$ cat config.mk
export PLATFORM = sky130hd
export DESIGN_NAME = region_capture_80x40_flat
export DESIGN_NICKNAME = d
export VERILOG_FILES = /design/src/rtl/region_capture_80x40_pkg.sv /design/src/rtl/region_capture_80x40_if.sv /design/src/rtl/region_addr_calc.sv /design/src/rtl/region_capture_80x40.sv /design/src/flat_wrapper.sv
export SDC_FILE = /design/constraint.sdc
export NUM_CORES = 1
export LEC_CHECK = 0
export BUFFER_PORTS_ARGS = -buffer_cell sky130_fd_sc_hd__buf_2
export CORE_UTILIZATION = 45
export CTS_BUF_LIST = sky130_fd_sc_hd__clkbuf_16
export CTS_CLUSTER_DIAMETER = 100
export DETAILED_ROUTE_END_ITERATION = 10
export MAX_ROUTING_LAYER = met4
export PLACE_DENSITY = 0.76
export SLEW_MARGIN = 30
export SYNTH_ARGS = -nofsm -noshare
export SYNTH_HDL_FRONTEND = slang
export SYNTH_HIERARCHICAL = 1
export SYNTH_SLANG_ARGS = --single-unit
$ cat constraint.sdc
create_clock -name clk -period 9.4 [get_ports clk]
set_clock_uncertainty 0.05 [all_clocks]
set_input_delay 0.47 -clock clk [delete_from_list [all_inputs] [get_ports clk]]
set_output_delay 0.47 -clock clk [all_outputs]
set_load 0.02 [all_outputs]
$ cat src/rtl/region_capture_80x40_pkg.sv
// Shared constants, FSM encoding and counter helpers for the 80x40 region capture block.
package region_capture_80x40_pkg;
   localparam int ORIGIN_X   = 39;
   localparam int ORIGIN_Y   = 39;
   localparam int WIN_W      = 80;
   localparam int WIN_H      = 40;
   localparam int WIN_PIXELS = WIN_W * WIN_H;
   localparam int ADDR_W     = 12;
   localparam int COLOUR_W   = 9;
   localparam int X_W        = 8;
   localparam int Y_W        = 7;
   localparam int RX_W       = 7;
   localparam int RY_W       = 6;
   localparam int CNT_W      = 12;

   typedef enum logic [1:0] {
      ST_IDLE    = 2'd0,
      ST_CAPTURE = 2'd1,
      ST_DONE    = 2'd2
   } state_e;

   // Counters stick at all-ones instead of wrapping.
   function automatic logic [CNT_W-1:0] sat_inc(input logic [CNT_W-1:0] v);
      return (&v) ? v : v + CNT_W'(1);
   endfunction
endpackage

$ cat src/rtl/region_capture_80x40_if.sv
// Pixel-plot input stream plus capture RAM write port and status outputs.
interface region_capture_80x40_if;
   import region_capture_80x40_pkg::*;

   logic                start;
   logic                plot;
   logic [X_W-1:0]      x;
   logic [Y_W-1:0]      y;
   logic [COLOUR_W-1:0] colour;
   logic                ram_we;
   logic [ADDR_W-1:0]   ram_addr;
   logic [COLOUR_W-1:0] ram_data;
   logic                busy;
   logic                capture_done;
   logic                order_err;
   logic [CNT_W-1:0]    err_count;
   logic [CNT_W-1:0]    pix_count;

   modport master (
      output start, plot, x, y, colour,
      input  ram_we, ram_addr, ram_data, busy, capture_done, order_err, err_count, pix_count
   );

   modport slave (
      input  start, plot, x, y, colour,
      output ram_we, ram_addr, ram_data, busy, capture_done, order_err, err_count, pix_count
   );
endinterface

$ cat src/rtl/region_addr_calc.sv
// Combinational window test and window-relative coordinates / linear RAM address.
module region_addr_calc
   import region_capture_80x40_pkg::*;
(
   input  logic [X_W-1:0]    x,
   input  logic [Y_W-1:0]    y,
   output logic              in_win,
   output logic [RX_W-1:0]   rel_x,
   output logic [RY_W-1:0]   rel_y,
   output logic [ADDR_W-1:0] addr
);
   logic [8:0] x9;
   logic [8:0] y9;

   // Bounds compared at 9 bits so ORIGIN+WIN never wraps.
   assign x9 = {1'b0, x};
   assign y9 = {2'b00, y};

   assign in_win = (x9 >= 9'(ORIGIN_X)) && (x9 < 9'(ORIGIN_X + WIN_W)) &&
                   (y9 >= 9'(ORIGIN_Y)) && (y9 < 9'(ORIGIN_Y + WIN_H));

   assign rel_x = RX_W'(x - X_W'(ORIGIN_X));
   assign rel_y = RY_W'(y - Y_W'(ORIGIN_Y));

   // rel_y*80 as (rel_y<<6) + (rel_y<<4).
   assign addr = {rel_y, 6'b0} + {2'b00, rel_y, 4'b0} + {5'b0, rel_x};
endmodule

$ cat src/rtl/region_capture_80x40.sv
// Captures an 80x40 window of a raster pixel-plot stream into a RAM, checking raster order.
module region_capture_80x40
   import region_capture_80x40_pkg::*;
(
   input  logic                   clk,
   input  logic                   resetn,
   region_capture_80x40_if.slave  bus
);
   state_e              state_q, state_d;
   logic [RX_W-1:0]     exp_x_q, exp_x_d;
   logic [RY_W-1:0]     exp_y_q, exp_y_d;
   logic                order_err_q, order_err_d;
   logic [CNT_W-1:0]    err_count_q, err_count_d;
   logic [CNT_W-1:0]    pix_count_q, pix_count_d;
   logic                ram_we_q, ram_we_d;
   logic [ADDR_W-1:0]   ram_addr_q, ram_addr_d;
   logic [COLOUR_W-1:0] ram_data_q, ram_data_d;

   logic                in_win;
   logic [RX_W-1:0]     rel_x;
   logic [RY_W-1:0]     rel_y;
   logic [ADDR_W-1:0]   addr;

   region_addr_calc u_addr (
      .x      (bus.x),
      .y      (bus.y),
      .in_win (in_win),
      .rel_x  (rel_x),
      .rel_y  (rel_y),
      .addr   (addr)
   );

   always_comb begin
      state_d     = state_q;
      exp_x_d     = exp_x_q;
      exp_y_d     = exp_y_q;
      order_err_d = order_err_q;
      err_count_d = err_count_q;
      pix_count_d = pix_count_q;
      ram_we_d    = 1'b0;
      ram_addr_d  = ram_addr_q;
      ram_data_d  = ram_data_q;

      // start wins over plot in every state, including a restart mid-capture.
      if (bus.start) begin
         state_d     = ST_CAPTURE;
         exp_x_d     = '0;
         exp_y_d     = '0;
         order_err_d = 1'b0;
         err_count_d = '0;
         pix_count_d = '0;
      end else if (state_q == ST_CAPTURE && bus.plot) begin
         if (!in_win) begin
            err_count_d = sat_inc(err_count_q);
         end else begin
            ram_we_d    = 1'b1;
            ram_addr_d  = addr;
            ram_data_d  = bus.colour;
            pix_count_d = sat_inc(pix_count_q);
            if (rel_x != exp_x_q || rel_y != exp_y_q) begin
               order_err_d = 1'b1;
               err_count_d = sat_inc(err_count_q);
            end
            // Resync to the successor of whatever pixel actually arrived.
            if (rel_x == RX_W'(WIN_W - 1)) begin
               exp_x_d = '0;
               exp_y_d = rel_y + RY_W'(1);
            end else begin
               exp_x_d = rel_x + RX_W'(1);
            end
            if (rel_x == RX_W'(WIN_W - 1) && rel_y == RY_W'(WIN_H - 1))
               state_d = ST_DONE;
         end
      end
   end

   always_ff @(posedge clk) begin
      if (!resetn) begin
         state_q     <= ST_IDLE;
         exp_x_q     <= '0;
         exp_y_q     <= '0;
         order_err_q <= 1'b0;
         err_count_q <= '0;
         pix_count_q <= '0;
         ram_we_q    <= 1'b0;
         ram_addr_q  <= '0;
         ram_data_q  <= '0;
      end else begin
         state_q     <= state_d;
         exp_x_q     <= exp_x_d;
         exp_y_q     <= exp_y_d;
         order_err_q <= order_err_d;
         err_count_q <= err_count_d;
         pix_count_q <= pix_count_d;
         ram_we_q    <= ram_we_d;
         ram_addr_q  <= ram_addr_d;
         ram_data_q  <= ram_data_d;
      end
   end

   assign bus.ram_we       = ram_we_q;
   assign bus.ram_addr     = ram_addr_q;
   assign bus.ram_data     = ram_data_q;
   assign bus.busy         = (state_q == ST_CAPTURE);
   assign bus.capture_done = (state_q == ST_DONE);
   assign bus.order_err    = order_err_q;
   assign bus.err_count    = err_count_q;
   assign bus.pix_count    = pix_count_q;
endmodule

$ cat src/flat_wrapper.sv
// flat-port wrapper written by rule: the top's interface ports become plain ports
module region_capture_80x40_flat import region_capture_80x40_pkg::*;
  (clk, resetn, bus_start, bus_plot, bus_x, bus_y, bus_colour, bus_ram_we, bus_ram_addr, bus_ram_data, bus_busy, bus_capture_done, bus_order_err, bus_err_count, bus_pix_count);
  region_capture_80x40_if bus_i ();
  input  logic clk;
  input  logic resetn;
  input wire logic [$bits(bus_i.start)-1:0] bus_start;
  input wire logic [$bits(bus_i.plot)-1:0] bus_plot;
  input wire logic [$bits(bus_i.x)-1:0] bus_x;
  input wire logic [$bits(bus_i.y)-1:0] bus_y;
  input wire logic [$bits(bus_i.colour)-1:0] bus_colour;
  output wire logic [$bits(bus_i.ram_we)-1:0] bus_ram_we;
  output wire logic [$bits(bus_i.ram_addr)-1:0] bus_ram_addr;
  output wire logic [$bits(bus_i.ram_data)-1:0] bus_ram_data;
  output wire logic [$bits(bus_i.busy)-1:0] bus_busy;
  output wire logic [$bits(bus_i.capture_done)-1:0] bus_capture_done;
  output wire logic [$bits(bus_i.order_err)-1:0] bus_order_err;
  output wire logic [$bits(bus_i.err_count)-1:0] bus_err_count;
  output wire logic [$bits(bus_i.pix_count)-1:0] bus_pix_count;
  assign bus_i.start = bus_start;
  assign bus_i.plot = bus_plot;
  assign bus_i.x = bus_x;
  assign bus_i.y = bus_y;
  assign bus_i.colour = bus_colour;
  assign bus_ram_we = bus_i.ram_we;
  assign bus_ram_addr = bus_i.ram_addr;
  assign bus_ram_data = bus_i.ram_data;
  assign bus_busy = bus_i.busy;
  assign bus_capture_done = bus_i.capture_done;
  assign bus_order_err = bus_i.order_err;
  assign bus_err_count = bus_i.err_count;
  assign bus_pix_count = bus_i.pix_count;
  region_capture_80x40 u_core (.clk(clk), .resetn(resetn), .bus(bus_i));
endmodule
==> summary.txt, run 1 <==
Die
  – Die X: 90.42 µm
  – Die area: 8176 µm²
  – Die height: 90.42 µm
  – Top Ports: 77
  – Row count: 31
  – Core area: 7408 µm²
  – Initial Utilization: 47.49%

Synthesis
  – Mapped cell area: 3518 µm²
  – Post-synth top area share: 35.28%
  – Area leader, netlist: dfxtp_1
  – Mux cell area share after synthesis: 0.5690%
  – Synth Area in Compound Gates: 16.22%
  – Asr flop ratio synth: 0%
  – Post-Syn Instances: 422
  – Post-Synth Simple-Gate Area: 25.18%
  – Avg Cell Area, Syn: 8.337 µm²
  – EDFF count, synth: 0
  – Yosys cell types: 54
  – Net Count, Synth: 469
  – Most frequent cells after synthesis: dfxtp_1, nand2_1, nor2_1
  – Synth Area in Adders: 7.183%
  – Post-synthesis xor/xnor area fraction: 10.70%
  – Largest family of logic cells by synthesized area: simple AND/OR/NAND/NOR gates
  – Number of synthesis warnings: 6
  – Seq/Total Area, Yosys: 35.28%
  – FF+latch count, synth: 62
  – Synth area leaders: dfxtp_1, nand2_1, ha_1
  – Dominant synthesized flop cell: dfxtp_1

Clocking
  – CTS Buf Count: 9
  – TritonCTS clock tree: built
  – Clock latency at the later pin of the worst-skew pair: 0.33 ns
  – Clk pin slew, worst setup/hold paths: 0.06 ns
  – Max Root-Sink Buffers: 2
  – CTS Hold Buffers Added: 0
  – Clock sinks: 62
  – H-tree depth: 3
  – Clock root cell: clkbuf_16
  – CTS resizes: 0
  – # Post-CTS Setup Buffers: 0

Timing
  – Maximum clock rate: 0.2954 GHz
  – Worst-Margin Slew: 0.8763 ns
  – Slew headroom: 41.16%
  – Setup_tns: 0 ns
  – Final hold viol count: 0
  – Fin crit share: 36.01%
  – Min cycle time layout: 3.385 ns
  – RSZ-0062 raised after global routing: false
  – Setup violators final: 0
  – Final worst slack: 6.015 ns
  – Pins Over Slew Limit: 0

Min path
  – Hold WC Path Type: in -> reg
  – Worst hold stages: 3
  – Hold worst-path end: u_core/bus.ram_data[3]
  – Worst Min Path Start: bus_colour[3]

Critical path
  – Slowest CP cell: fa_1
  – R2R Setup Slk: 7.10 ns
  – Reg2Reg Depth: 5
  – Worst r2r src: u_core/state_q[0]
  – Critical path type: in -> reg
  – CP cell instances: buf_2 > ha_1 > a21o_1 > o21ai_1 > xnor2_1 > inv_1 > fa_1 > inv_1 > fa_1 > a211oi_1 > o21bai_1 > a21oi_1 > xnor2_1 > nand2_1 > a21boi_0
  – Setup crit start: bus_x[0]
  – Worst setup SP type: input port
  – Worst Setup End Kind: flop
  – WP data required: 9.60 ns
  – CP max stage delay: 0.50 ns
  – Crit-path max FO: 6
  – Worst Path Arrival: 3.59 ns
  – Reg-to-reg endpoint: u_core/state_q[0]

GRT
  – Largest net degree at the start of global routing: 37
  – First-pass GRT wire length: 13590 µm
  – Total GRT Usage: 21.04%
  – Global route overflow: 0
  – Vias in the first global route: 2951
  – Initial antenna violation count: 0

Routing
  – DR vias: 3248
  – DRC: 0
  – DRT Pass-1 Iters: 4
  – WL final: 8149 µm
  – DR iter-0 viols: 97
  – Routed len/inst: 13.79 µm
  – Antenna-violating nets left: 0
  – DR vias/cell: 5.496

Power
  – Peak VDD IR: 96.49 µV
  – Power density cells: 162.8 nW/µm²
  – P_leak: 0.001714 µW

Placed design
  – Placer congestion estimate: 0.8185
  – Count of input and output buffers: 76
  – Placed wire-length estimate: 5806 µm
  – Pre-CTS setup slack: 5.720 ns

Cells and area
  – Final core utilization: 57.07%
  – Area of the multi-input gates: 2126 µm²
  – P&R area growth vs syn: 20.16%
  – Share of cells above drive strength 1: 21.54%
  – Filler cells: 687
  – Antenna diodes: 0
  – Register area: 1241 µm²
  – Final nets: 535

Run
  – Max Cap Violations: 0

Run status
  – Status: completed
## critical path: cells and delay by family
family                     cells  cell delay, ns
adders and majority gates      3            1.20
AOI/OAI and AO/OA              6            1.11
xor gates and xnor gates       2            0.42
buffers and inverters          3            0.32
and+or+nand+nor                1            0.06
## power by group
group | internal [µW] | leakage [µW] | switching [µW] | total, µW
Combinational | 42.1 | 0.00108 | 58.3 | 100
Sequential | 264 | 0.000500 | 1.22 | 265
Clock | 203 | 0.000137 | 120 | 322
Total | 509 | 0.00171 | 179 | 688
## final cells by class
cell class	count	share of cell area, %
multi-input cells	323	50.28
flip-flops and latches	62	29.36
repair buffers	78	9.352
clock buffers	9	5.327
well taps	99	2.930
clock inverters	6	1.509
inverters	14	1.243
## sequential cells by signal, summed over array words and instances, names as in the netlist
signal and flops:
u_core/exp_y_q 6, u_core/state_q 2, u_core/bus.order_err 1, u_core/bus.ram_we 1, u_core/bus.ram_addr 12, u_core/bus.ram_data 9
u_core/bus.err_count 12, u_core/bus.pix_count 12, u_core/exp_x_q 7
## metrics by stage
| step | area [µm²] | hold slack (ns) | instances | power (µW) |
|---|---|---|---|---|
| after floorplan | 3518 | 0.3981 | 422 | 345.7 |
| after global placement | 3919 | 0.3966 | 576 | 366.6 |
| after detailed placement | 3930 | 0.4032 | 576 | 368.6 |
| after CTS | 4219 | 0.3254 | 591 | 695.1 |
| after global routing | 4228 | 0.3347 | 591 | 719.1 |
| final | 4228 | 0.3304 | 591 | 688.2 |
## per-layer routing
layer  share of wire [%]  track usage (%)  wire length, µm  up-vias
met1                  45            25.43             3657     1539
met2                  47            33.78             3842       96
met5                   0                -                0        -
met3                 6.7            5.976              544       11
li1                    -                -                -     1602
met4                 1.3            6.855              104        0
## kinds of logic after synthesis
family,Yosys count
xor+xnor,43
fa+ha+maj,19
simple gates,176
flops,62
buf+inv,37
compound gates,83
mux,2
## layout by cell type (no fill, tap or decap), drive strengths merged, types with 2 or more instances in the layout
| cell type | Yosys | final |
|---|---|---|
| nor2 | 38 | 38 |
| nand4 | 10 | 10 |
| and3 | 3 | 3 |
| nor3 | 12 | 12 |
| fa | 2 | 2 |
| a21boi | 21 | 21 |
| or4 | 3 | 3 |
| xnor2 | 23 | 23 |
| or3 | 6 | 6 |
| a211oi | 8 | 8 |
| nor3b | 3 | 3 |
| clkbuf | 12 | 9 |
| o311ai | 2 | 2 |
| nor4 | 7 | 7 |
| a31oi | 3 | 3 |
| o31ai | 2 | 2 |
| a21oi | 21 | 21 |
| buf | 11 | 78 |
| dfxtp | 62 | 62 |
| xor2 | 20 | 20 |
| clkinvlp | 0 | 2 |
| a31o | 3 | 3 |
| nor4b | 2 | 2 |
| nand2b | 3 | 3 |
| a21o | 2 | 2 |
| a41o | 3 | 3 |
| ha | 17 | 17 |
| inv | 14 | 14 |
| nor2b | 7 | 7 |
| nand3 | 14 | 14 |
| o21ai | 12 | 12 |
| clkinv | 0 | 3 |
| nand2 | 62 | 62 |
| mux2i | 2 | 2 |
## how the worst max path moves through the flow
stage	end	depth (start not counted)
after detailed placement	u_core/bus.ram_addr[11]	15
after global placement	u_core/bus.ram_addr[11]	15
after floorplan	u_core/bus.ram_addr[11]	14
final	u_core/bus.ram_addr[11]	15
after global routing	u_core/bus.ram_addr[11]	15
after CTS	u_core/bus.ram_addr[11]	15
Power figures use the tool's default switching activity.
==> run 2, diff against run 1 <==
Settings changed: ABC_AREA from default to 1, PLACE_DENSITY 0.76 to 0.75.
Clock period 9.4 ns to 3.4 ns, I/O delays scaled along.
==> run 2 against run 1 <==
  * Die area up 8.5%
  * Routed wire length increased by 7.3%
  * Area after synthesis up 8.7%
  * Sequential power grew to 2.8 times the previous value
  * Sequential share of layout area is 1.6 points lower
  * Critical path type unchanged
  * Largest power group unchanged
  * Cell count increased by 27%
  * Hold slack got worse by 0.31 ns
  * Register-to-register slack worse by 5.8 ns
  * Clock power rose by 150%
  * Count of clock-buffer cells in the layout unchanged
==> summary.txt, run 2 <==
Clocking
  – Clock root cell: clkbuf_16
  – Clock sinks: 62
  – Clock latency at the later pin of the worst-skew pair: 0.32 ns
  – TritonCTS clock tree: built
  – Clk pin slew, worst setup/hold paths: 0.05 ns
  – CTS Buf Count: 9
  – # Post-CTS Setup Buffers: 0
  – CTS resizes: 0
  – CTS Hold Buffers Added: 0
  – Max Root-Sink Buffers: 2
  – H-tree depth: 3

Min path
  – Worst Min Path Start: bus_colour[3]
  – Worst hold stages: 3
  – Hold WC Path Type: in -> reg
  – Hold worst-path end: u_core/bus.ram_data[3]

Die
  – Initial Utilization: 46.54%
  – Top Ports: 77
  – Row count: 33
  – Die area: 8870 µm²
  – Die height: 94.18 µm
  – Die X: 94.18 µm
  – Core area: 8217 µm²

Critical path
  – Reg2Reg Depth: 9
  – Worst Path Arrival: 2.62 ns
  – Worst r2r src: u_core/bus.err_count[0]
  – Worst setup SP type: input port
  – R2R Setup Slk: 1.29 ns
  – WP data required: 3.61 ns
  – Crit-path max FO: 5
  – Critical path type: in -> reg
  – Reg-to-reg endpoint: u_core/bus.err_count[0]
  – Worst Setup End Kind: flop

Timing
  – Fin crit share: 70.88%
  – Maximum clock rate: 0.4149 GHz
  – Final hold viol count: 0
  – Min cycle time layout: 2.410 ns
  – Setup_tns: 0 ns
  – Worst-Margin Slew: 0.7065 ns
  – Pins Over Slew Limit: 0
  – Setup violators final: 0
  – Slew headroom: 52.90%
  – RSZ-0062 raised after global routing: false
  – Final worst slack: 0.9900 ns

Cells and area
  – Most frequent cells in the layout: nand2_1, nor2_1, inv_1, buf_2, dfxtp_1
  – Filler cells: 823
  – P&R area growth vs syn: 17.05%
  – Commonest non-fill, non-tap cell in the layout: nand2_1
  – Antenna diodes: 0
  – Final nets: 688
  – Share of cells above drive strength 1: 18.29%

Placed design
  – Pre-CTS setup slack: 0.7030 ns
  – Placed wire-length estimate: 6390 µm
  – Count of input and output buffers: 76
  – Placer congestion estimate: 0.8617

GRT
  – Total GRT Usage: 21.22%
  – Initial antenna violation count: 0
  – First-pass GRT wire length: 14660 µm
  – GR Util met1: 25.19%
  – Vias in the first global route: 3344
  – Global-route met2 utilization: 35.33%
  – Global route overflow: 0
  – Largest net degree at the start of global routing: 27
  – Met3 Resource Use GR: 5.421%
  – GR peak layer: met2

Routing
  – Routed len/inst: 11.65 µm
  – Antenna-violating nets left: 0
  – DR iter-0 viols: 156
  – DR vias/cell: 4.919
  – DR vias: 3689
  – WL final: 8740 µm
  – DRT Pass-1 Iters: 5
  – DRC: 0

Power
  – Peak VDD IR: 304.3 µV
  – Power density cells: 407.5 nW/µm²
  – P_leak: 0.002238 µW

Synthesis
  – Post-synth top area share: 32.46%
  – Seq/Total Area, Yosys: 32.46%
  – Post-Syn Instances: 570
  – Synth area leaders: dfxtp_1, nand2_1, nor2_1
  – Number of synthesis warnings: 6
  – Dominant synthesized flop cell: dfxtp_1
  – FF+latch count, synth: 62
  – EDFF count, synth: 0
  – Yosys cell types: 32
  – Net Count, Synth: 617
  – Area leader, netlist: dfxtp_1
  – Avg Cell Area, Syn: 6.708 µm²
  – Most common cell in the synthesized netlist: nand2_1
  – Asr flop ratio synth: 0%
  – Most frequent cells after synthesis: nand2_1, nor2_1, inv_1
  – Mapped cell area: 3824 µm²

Run status
  – Status: completed

Run
  – Max Cap Violations: 0
==> run 2: cell types whose count changed after synthesis, sizes merged, moves of 7 or more <==
cell / delta
inv: +71
nand2: +69
nor2: +60
o21ai: +22
a21boi: -21
nand3: +20
xnor2: -13
nand4: +12
a211oi: -8
clkbuf: -8
a21oi: +7
nor4: -7
==> run 2: metrics by stage <==
step           total power (µW)  util [%]  std cells  area (µm²)  hold slack [ns]
3_3_place_gp               1037     51.35        735        4219           0.3419
4_1_cts                    1844     54.47        750        4476         0.007355
5_1_grt                    1919     54.47        750        4476          0.01883
2_1_floorplan             973.1         -        570        3824           0.2374
6_report                   1824     54.47        750        4476          0.02115
3_5_place_dp               1045     51.35        735        4219           0.3480
==> run 2: routing by layer <==
metal  part of all wire [%]  wire length, µm  up-vias
li1                       -                -     1935
met1                     46             4028     1650
met2                     49             4267       96
met3                    4.3              376        8
met4                   0.78               68        0
met5                      0                0        -
==> run 2: layout make-up <==
| class | count | area [µm²] | share of cell area, % |
|---|---|---|---|
| multi-input cells | 404 | 2127 | 47.53 |
| flip-flops and latches | 62 | 1241 | 27.73 |
| repair buffers | 78 | 395.4 | 8.834 |
| inverters | 86 | 324.1 | 7.241 |
| clock buffers | 9 | 225.2 | 5.032 |
| well taps | 105 | 131.4 | 2.935 |
| clock inverters | 6 | 31.28 | 0.6989 |
==> run 2: worst max-delay path by stage <==
stage | slack, ns | startpoint | end | depth (start not counted)
2_1_floorplan | 0.90 | bus_y[0] | u_core/bus.ram_addr[11] | 12
3_3_place_gp | 0.76 | bus_x[0] | u_core/bus.ram_addr[11] | 17
3_5_place_dp | 0.70 | bus_x[0] | u_core/bus.ram_addr[11] | 17
4_1_cts | 1.03 | bus_x[0] | u_core/bus.ram_addr[9] | 15
5_1_grt | 0.81 | bus_y[0] | u_core/bus.ram_addr[11] | 15
6_report | 0.99 | bus_x[0] | u_core/bus.ram_addr[11] | 17
==> run 2: kinds of logic (layout without fill, tap and decap cells) <==
logic type,after synthesis,count (layout),share of synthesized area [%]
flip-flops,62,62,32.46
XOR/XNOR,25,25,5.726
buffers and inverters,104,179,11.91
adder cells (fa/ha/maj),19,19,6.610
AO/OA/AOI/OAI,65,65,8.639
AND/OR/NAND/NOR,295,295,34.65
==> run 2: power by group <==
group          internal (µW)  leakage [µW]  switching (µW)
Clock                    479      0.000124             310
Combinational            112       0.00161             184
Sequential               734      0.000500            5.45
Total                   1320       0.00224             500
==> run 2: critical path: stages <==
cell and delay [ns]:
buf_2 0.11, ha_1 0.21, nand2_1 0.08, nand2_1 0.09, nand2_1 0.07, nand2_1 0.06
nand2_1 0.14, inv_1 0.08, fa_1 0.49, inv_1 0.07, fa_1 0.47, nand4_1 0.13
nor2b_1 0.18, nand2_2 0.07, nand2_1 0.06, nor2_1 0.04, nor2_1 0.10
